### src/rtl/rx_word_aligner_if.sv
// Receive aligner bus: raw 10-bit words in, aligned symbols and lock status out.
// master drives raw words and loss_clear; slave is the aligner.
interface rx_word_aligner_if;
    logic [9:0] data_rx;
    logic       loss_clear;
    logic [9:0] out_data;
    logic       out_valid;
    logic       out_comma;
    logic       locked;
    logic [3:0] offset;
    logic [7:0] loss_count;

    modport master (
        output data_rx, loss_clear,
        input  out_data, out_valid, out_comma, locked, offset, loss_count
    );

    modport slave (
        input  data_rx, loss_clear,
        output out_data, out_valid, out_comma, locked, offset, loss_count
    );
endinterface

### src/rtl/rx_word_aligner.sv
// Finds K28.5 at any of 10 bit offsets, qualifies lock, emits bit-aligned 10-bit symbols.
// Latency: one cycle from the {prev, data_rx} window to out_data/out_comma/out_valid.
// No backpressure: one word per clock in and out; out_valid marks symbols produced while locked.
module rx_word_aligner #(
    parameter int LOCK_COUNT     = 4,
    parameter int LOSS_COUNT     = 4,
    parameter int SEARCH_TIMEOUT = 1023
) (
    input logic              clock,
    input logic              reset,
    rx_word_aligner_if.slave rx
);
    localparam logic [9:0]  K28_5_NEG = 10'b0011111010;
    localparam logic [9:0]  K28_5_POS = 10'b1100000101;
    localparam logic [4:0]  LOCK_N    = 5'(LOCK_COUNT);
    localparam logic [4:0]  LOSS_N    = 5'(LOSS_COUNT);
    localparam logic [10:0] TMO_N     = 11'(SEARCH_TIMEOUT);

    typedef enum logic [1:0] {
        ST_SEARCH = 2'd0,
        ST_VERIFY = 2'd1,
        ST_LOCKED = 2'd2
    } state_t;

    state_t      state;
    logic [9:0]  prev;
    logic [3:0]  cand;
    logic [3:0]  cnt;
    logic [3:0]  err;
    logic [9:0]  tmo;
    logic [9:0]  out_data_q;
    logic        out_comma_q;
    logic        locked_q;
    logic [7:0]  loss_count_q;

    logic [19:0] window;
    logic [9:0]  match;
    logic [3:0]  first_off;
    logic [9:0]  sel_word;
    logic        any_match;
    logic        hit;
    logic        miss;
    logic        enter_lock;
    logic        drop_lock;
    logic        timeout;
    logic        lock_next;

    assign window = {prev, rx.data_rx};

    // Descending scan so the last assignment to first_off is the lowest matching offset.
    always_comb begin
        match     = '0;
        first_off = '0;
        sel_word  = '0;
        hit       = 1'b0;
        for (int k = 9; k >= 0; k--) begin
            match[k] = (window[19-k -: 10] == K28_5_NEG) || (window[19-k -: 10] == K28_5_POS);
            if (match[k]) begin
                first_off = 4'(k);
            end
            if (cand == 4'(k)) begin
                sel_word = window[19-k -: 10];
                hit      = match[k];
            end
        end
    end

    assign any_match = |match;
    assign miss      = any_match && !hit;

    always_comb begin
        enter_lock = 1'b0;
        drop_lock  = 1'b0;
        timeout    = 1'b0;
        case (state)
            ST_SEARCH: enter_lock = any_match && (LOCK_N == 5'd1);
            ST_VERIFY: begin
                enter_lock = hit && (({1'b0, cnt} + 5'd1) == LOCK_N);
                timeout    = !any_match && (({1'b0, tmo} + 11'd1) >= TMO_N);
            end
            ST_LOCKED: drop_lock = miss && (({1'b0, err} + 5'd1) == LOSS_N);
            default: ;
        endcase
        lock_next = enter_lock || ((state == ST_LOCKED) && !drop_lock);
    end

    always_ff @(posedge clock or posedge reset) begin
        if (reset) begin
            state        <= ST_SEARCH;
            prev         <= '0;
            cand         <= '0;
            cnt          <= '0;
            err          <= '0;
            tmo          <= '0;
            out_data_q   <= '0;
            out_comma_q  <= 1'b0;
            locked_q     <= 1'b0;
            loss_count_q <= '0;
        end else begin
            prev        <= rx.data_rx;
            out_data_q  <= sel_word;
            // Comma flag follows the lock status of the symbol it travels with.
            out_comma_q <= lock_next && hit;
            locked_q    <= lock_next;

            // A loss coinciding with a clear still counts as one event.
            if (rx.loss_clear) begin
                loss_count_q <= drop_lock ? 8'd1 : 8'd0;
            end else if (drop_lock && (loss_count_q != 8'hFF)) begin
                loss_count_q <= loss_count_q + 8'd1;
            end

            case (state)
                ST_SEARCH: begin
                    if (any_match) begin
                        cand  <= first_off;
                        cnt   <= 4'd1;
                        tmo   <= '0;
                        err   <= '0;
                        state <= enter_lock ? ST_LOCKED : ST_VERIFY;
                    end
                end
                ST_VERIFY: begin
                    if (hit) begin
                        cnt <= cnt + 4'd1;
                        tmo <= '0;
                        if (enter_lock) begin
                            state <= ST_LOCKED;
                            err   <= '0;
                        end
                    end else if (miss) begin
                        cand <= first_off;
                        cnt  <= 4'd1;
                        tmo  <= '0;
                    end else begin
                        tmo <= tmo + 10'd1;
                        if (timeout) begin
                            state <= ST_SEARCH;
                        end
                    end
                end
                ST_LOCKED: begin
                    if (hit) begin
                        err <= '0;
                    end else if (miss) begin
                        err <= err + 4'd1;
                        if (drop_lock) begin
                            state <= ST_SEARCH;
                        end
                    end
                end
                default: state <= ST_SEARCH;
            endcase
        end
    end

    assign rx.out_data   = out_data_q;
    assign rx.out_comma  = out_comma_q;
    assign rx.out_valid  = locked_q;
    assign rx.locked     = locked_q;
    assign rx.offset     = cand;
    assign rx.loss_count = loss_count_q;
endmodule

### src/flat_wrapper.sv
// flat-port wrapper written by rule: the top's interface ports become plain ports
module rx_word_aligner_flat 
#(
    parameter int LOCK_COUNT     = 4,
    parameter int LOSS_COUNT     = 4,
    parameter int SEARCH_TIMEOUT = 1023
)
  (clock, reset, rx_data_rx, rx_loss_clear, rx_out_data, rx_out_valid, rx_out_comma, rx_locked, rx_offset, rx_loss_count);
  rx_word_aligner_if rx_i ();
  input logic clock;
  input logic reset;
  input wire logic [$bits(rx_i.data_rx)-1:0] rx_data_rx;
  input wire logic [$bits(rx_i.loss_clear)-1:0] rx_loss_clear;
  output wire logic [$bits(rx_i.out_data)-1:0] rx_out_data;
  output wire logic [$bits(rx_i.out_valid)-1:0] rx_out_valid;
  output wire logic [$bits(rx_i.out_comma)-1:0] rx_out_comma;
  output wire logic [$bits(rx_i.locked)-1:0] rx_locked;
  output wire logic [$bits(rx_i.offset)-1:0] rx_offset;
  output wire logic [$bits(rx_i.loss_count)-1:0] rx_loss_count;
  assign rx_i.data_rx = rx_data_rx;
  assign rx_i.loss_clear = rx_loss_clear;
  assign rx_out_data = rx_i.out_data;
  assign rx_out_valid = rx_i.out_valid;
  assign rx_out_comma = rx_i.out_comma;
  assign rx_locked = rx_i.locked;
  assign rx_offset = rx_i.offset;
  assign rx_loss_count = rx_i.loss_count;
  rx_word_aligner #(.LOCK_COUNT(LOCK_COUNT), .LOSS_COUNT(LOSS_COUNT), .SEARCH_TIMEOUT(SEARCH_TIMEOUT)) u_core (.clock(clock), .reset(reset), .rx(rx_i));
endmodule
### config.mk
export PLATFORM = sky130hd
export DESIGN_NAME = rx_word_aligner_flat
export DESIGN_NICKNAME = d
export VERILOG_FILES = /design/src/rtl/rx_word_aligner_if.sv /design/src/rtl/rx_word_aligner.sv /design/src/flat_wrapper.sv
export SDC_FILE = /design/constraint.sdc
export NUM_CORES = 1
export LEC_CHECK = 0
export CAP_MARGIN = 20
export CORE_MARGIN = 1
export CORE_UTILIZATION = 32
export CTS_CLUSTER_SIZE = 24
export DETAILED_ROUTE_END_ITERATION = 16
export GPL_TIMING_DRIVEN = 0
export PLACE_DENSITY_LB_ADDON = 0.25
export SLEW_MARGIN = 20
export SYNTH_ARGS = -nofsm -noshare
export SYNTH_HDL_FRONTEND = slang
export SYNTH_SLANG_ARGS = --single-unit
### constraint.sdc
create_clock -name clock -period 3.7 [get_ports clock]
set_input_delay 0.74 -clock clock [delete_from_list [all_inputs] [get_ports clock]]
set_output_delay 0.74 -clock clock [all_outputs]
set_load 0.01 [all_outputs]
# Word level (Yosys, flattened, before mapping)
# Cells that the tools add are included.
# word_totals
mem_bits_ro	0
n_memories	0
wordCells	161
latchBits	0
ram_bits	0
register_bits	54
# classes
addsub	7
n_reduce_logical	32
shifts	0
mux	64
n_bitwise	0
magnitude_cmp	1
div	0
multipliers	0
eq_ne	47
# ops
operator	n
10-bit 2-to-1 mux	13
10-bit == test, second input constant	10
10-bit by 8-bit == test with 1-bit output, second input constant	10
4-bit 2-to-1 mux	21
10-bit case mux with 2 select lines	1
2-bit 2-to-1 mux	9
4-bit by 3-bit == test with 1-bit output, second input constant	4
8-bit 2-to-1 mux	2
4-bit case mux with 2 select lines	2
1-bit 2-to-1 mux	14
2-bit by 1-bit != test with 1-bit output, second input constant	6
4-bit case mux with 3 select lines	1
10-bit by 1-bit adder with 11-bit output, second input constant	1
11-bit by 10-bit greater-or-equal comparator with 1-bit output, second input constant	1
1-bit logical OR	11
10-bit by 1-bit adder with 10-bit output, second input constant	1
4-bit by 1-bit adder with 5-bit output, second input constant	2
5-bit by 3-bit == test with 1-bit output, second input constant	2
10-bit OR reduction	1
3-bit by 1-bit != test with 1-bit output, second input constant	3
4-bit by 1-bit adder with 4-bit output, second input constant	2
8-bit by 1-bit adder with 8-bit output, second input constant	1
4-bit by 2-bit == test with 1-bit output, second input constant	2
4-bit == test, second input constant	2
19 further kinds	29

# Longest topological paths before layout
# logic_depth
depth_word	20
mapped_depth	11
depth_no_buf	9

# Least setup slack after synthesis
# Ideal clock, no wire load.
# synth_path
kind	input to register
start	input port rx_data_rx[5]
end	register u_core.cand[0] (netlist: u_core.rx.offset[0])
required_time_ns	3.575
path_buffers	1
cell_stages	9
setup_slack_ns	0.403
t_arrival_ns	3.173
path_cell_list	clkbuf_1 -> or4b_4 -> nor4_2 -> o21ai_0 -> a31o_1 -> a2111oi_4 -> nor2_1 -> o21ai_1 -> mux2_2
# synth_between
elab_chain_cells	16
word_cells_on_any_way	46
# synth_rtl
element	line	rtl
start, declared	flat_wrapper.sv:12	input wire logic [$bits(rx_i.data_rx)-1:0] rx_data_rx;
10-bit by 8-bit == test with 1-bit output or 10-bit == test (tied branches)	rx_word_aligner.sv:57	match[k] = (window[19-k -: 10] == K28_5_NEG) || (window[19-k -: 10] == K28_5_POS);
1-bit logical OR	rx_word_aligner.sv:57	
1-bit 2-to-1 mux (10 in a row)	rx_word_aligner.sv:61	if (cand == 4'(k)) begin
1-bit logical NOT	rx_word_aligner.sv:69	assign miss = any_match && !hit;
1-bit logical AND	rx_word_aligner.sv:69	
2-bit by 1-bit != test with 1-bit output (no line)	n/a	
4-bit AND reduction (no line)	n/a	
end signal, assigned	rx_word_aligner.sv:116	cand <= first_off;
end signal, assigned	rx_word_aligner.sv:132	cand <= first_off;
end, declared	rx_word_aligner.sv:27	logic [3:0] cand;
# Parallel ways exist; a longest one is shown, timed or not. The select of a mux whose other input is x is not followed.
# A chain may end at the register's enable or synchronous reset.

# Worst setup path after layout
# layout_path
start	input port rx_data_rx[5]
end	register u_core.loss_count_q[3] (netlist: u_core.rx.loss_count[3])
# layout_between
elab_chain_cells	18
word_cells_on_any_way	32
# layout_rtl
element	line	rtl
10-bit by 8-bit == test with 1-bit output or 10-bit == test (tied branches)	rx_word_aligner.sv:57	
1-bit logical OR	rx_word_aligner.sv:57	
1-bit 2-to-1 mux (10 in a row)	rx_word_aligner.sv:61	
1-bit logical NOT	rx_word_aligner.sv:69	
1-bit logical AND (*)	rx_word_aligner.sv:69	
1-bit logical AND (*)	rx_word_aligner.sv:81	ST_LOCKED: drop_lock = miss && (({1'b0, err} + 5'd1) == LOSS_N);
1-bit 2-to-1 mux (*)	rx_word_aligner.sv:75	case (state)
1-bit logical AND (*)	rx_word_aligner.sv:109	end else if (drop_lock && (loss_count_q != 8'hFF)) begin
2-bit nonzero test (no line) (*)	n/a	
end signal, assigned	rx_word_aligner.sv:108	loss_count_q <= drop_lock ? 8'd1 : 8'd0;
end signal, assigned	rx_word_aligner.sv:110	loss_count_q <= loss_count_q + 8'd1;
end, declared	rx_word_aligner.sv:34	logic [7:0] loss_count_q;
# Every way passes the cells marked *; elsewhere a longest branch is shown, timed or not.

==> results.json <==
{
  "fmax_mhz": 275,
  "cts_buffers": 5,
  "synth_top_cell_area_share": 0.349,
  "power_density_mw_per_mm2": 397,
  "htreeDepth": 2,
  "holdWs_ns": 0.508,
  "syn_area_per_cell_um2": 8.63,
  "final_util": 0.411,
  "yosysTopAreaCell": "dfrtp_1",
  "total_power_mw": 1.90,
  "num_antenna_cells": 0,
  "layout_setup_ws_ns": 0.0575,
  "cp_max_fo": 10,
  "root_buffer": "clkbuf_16",
  "antenna_left": 0,
  "grt_pass1_wl_mm": 18.2,
  "synth-seq-cells": 54,
  "clock_latency_ns": 0.30,
  "die_y_um": 112,
  "syn_inst": 449,
  "min_period_ns": 3.64,
  "die_w_um": 112,
  "post_drt_wl_per_cell_um": 17.1,
  "cts_sinks": 54,
  "place.gp.congestion": 0.892,
  "slew_headroom": 0.439,
  "cts_max_path_buffers": 2,
  "syn-cell-area_mm2": 0.00388,
  "grt_overflow": 0,
  "slew_violations": 0,
  "ios": 38,
  "port_buffers": 37,
  "cts_hold_buf": 0,
  "rsz0062_at_grt": "yes",
  "antenna_found_initial": 0,
  "vias_per_cell": 5.83,
  "synth_nets": 468,
  "yosysMostFrequentCell": "dfrtp_1",
  "cp.required_ns": 3.93,
  "setup_viol_count_final": 0,
  "place_hpwl_mm": 7.76,
  "synth_cell_type_count": 66,
  "synth-warning-count": 0,
  "cp-end-kind": "flop",
  "clk_pin_slew_ns": 0.08,
  "finalHoldViolCount": 0,
  "grt_pass1_vias": 3617,
  "nNetsFinal": 514,
  "pre_cts_ws_ns": -0.594,
  "drc_errors": 3,
  "start_util": 0.334,
  "ys_seq_area_frac": 0.349,
  "skew_ns": 0.00813,
  "wirelength_mm": 10.9,
  "final_area_mm2": 0.00477,
  "via_count": 3728,
  "hold_path_class": "reg2reg",
  "synth_commonest_cells": "dfrtp_1 (54), nand2_1 (37), nand3_1 (33)",
  "drt_iter0_drc": 308,
  "cts_tree": "yes",
  "startpoint_type": "input pin",
  "leakagePower_nw": 1.95,
  "dr.pass1.iters": 12,
  "dpl_cell_area_mm2": 0.00443,
  "drv_cap": 0,
  "synth_edf_count": 0,
  "fin_crit_sh": 0.984,
  "critPathKind": "in2reg",
  "drive_above_1_share": 0.143,
  "area_growth_pct": 23.2,
  "status": "complete, but fails checks",
  "worstMarginPinSlew_ns": 0.834,
  "core_mm2": 0.0116,
  "peakVddDrop_mv": 0.191,
  "grt_max_degree": 55,
  "synth-main-ff-cell": "dfrtp_1",
  "globalRouteTotalUtil": 0.178,
  "async_flop_share": 1.00,
  "die_area_mm2": 0.0126,
  "num_rows": 39,
  "violations": "DRC",
  "fill_cells": 1209,
  "synth.area.top_cells": "dfrtp_1 (35%), a222oi_1 (4.4%), nand3_1 (4.3%), nand2_1 (3.6%), a22oi_1 (3.1%)",
  "arrival_ns": 3.87
}
[power breakdown]
group | switching (mW) | internal (mW)
registers | 0.0874 | 0.687
clock network | 0.240 | 0.258
logic | 0.346 | 0.277
[layout by cell type (no fill, tap or decap), types with 6 or more instances in the layout]
cell type and n:
dfrtp_1 54, and3_1 8, o21ai_0 22, a21oi_1 14, nand3b_1 7, a21o_1 9, ha_1 6, nor2b_1 10
nand3_1 32, a222oi_1 17, nor3b_1 8, clkdlybuf4s50_1 36, nor2_1 27, nor3_1 8, nand2_1 37, nand2b_1 12
inv_1 10, clkbuf_1 21, a22oi_1 16
[cell type report]
cell class | count | area (µm²) | share of cell area
multi-input cells | 345 | 2450 | 0.514
flip-flops and latches | 54 | 1350 | 0.283
repair buffers | 39 | 388 | 0.0812
plain buffers | 39 | 209 | 0.0438
well taps | 143 | 179 | 0.0375
clock buffers | 5 | 125 | 0.0262
inverters | 11 | 43.8 | 0.00917
clock inverters | 3 | 26.3 | 0.00550
[worst max-delay path, stage by stage]
cell and delay, ns:
clkdlybuf4s50_1 0.44, clkbuf_4 0.21, or4b_4 0.54, o41ai_2 0.34
or3_4 0.23, o31ai_2 0.10, or4_4 0.49, buf_6 0.15
or4_1 0.47, a21oi_1 0.15
[stage by stage]
| stage | cells | TNS, ns |
|---|---|---|
| after global placement | 629 | -10.25 |
| after global routing | 639 | -0.0115 |
| after detailed placement | 629 | -10.24 |
| final | 639 | 0 |
| after floorplan | 449 | 0 |
| after CTS | 637 | -0.0396 |
[final timing paths]
kind / end / cells after the start / start / slack, ns
worst max-delay path: u_core.rx.loss_count[3] / 10 / rx_data_rx[5] / 0.06
worst min-delay path: u_core.cnt[0] / 1 / u_core.cnt[0] / 0.51
worst max register to register: u_core.rx.offset[0] / 10 / u_core.prev[0] / 0.41
worst min register to register: u_core.cnt[0] / 1 / u_core.cnt[0] / 0.51
max in group asynchronous: u_core.prev[4] / 2 / reset / 2.35
min in group asynchronous: u_core.rx.out_data[8] / 2 / reset / 0.90
[routing by layer]
layer / track usage / wire length, µm / up-vias
met5: 0 / 0 / -
met4: 0.0711 / 193 / 0
met3: 0.0302 / 573 / 20
met2: 0.275 / 5000 / 118
met1: 0.247 / 5170 / 1803
li1: - / - / 1787
[what timing repair did]
action,4_1_cts,5_1_grt
setup endpoints to repair,15,23
setup buffers,0,2
pin swaps,3,4
resized for setup,13,31
[cell families after synthesis]
| group | count (synthesis) | share of synthesized area |
|---|---|---|
| fa+ha+maj | 6 | 0.0194 |
| mux | 5 | 0.0145 |
| buf+inv | 50 | 0.0584 |
| flops | 54 | 0.349 |
| xor+xnor | 5 | 0.0113 |
| compound gates | 116 | 0.224 |
| simple gates | 213 | 0.323 |
[sequential cells by signal (all words and copies together) (netlist names)]
name and cells:
u_core.tmo 10, u_core.rx.out_comma 1, u_core.rx.loss_count 8, u_core.cnt 4, u_core.state 2, u_core.prev 10
u_core.rx.offset 4, u_core.rx.locked 1, u_core.err 4, u_core.rx.out_data 10
No activity file was read; power rests on OpenSTA's default activity.
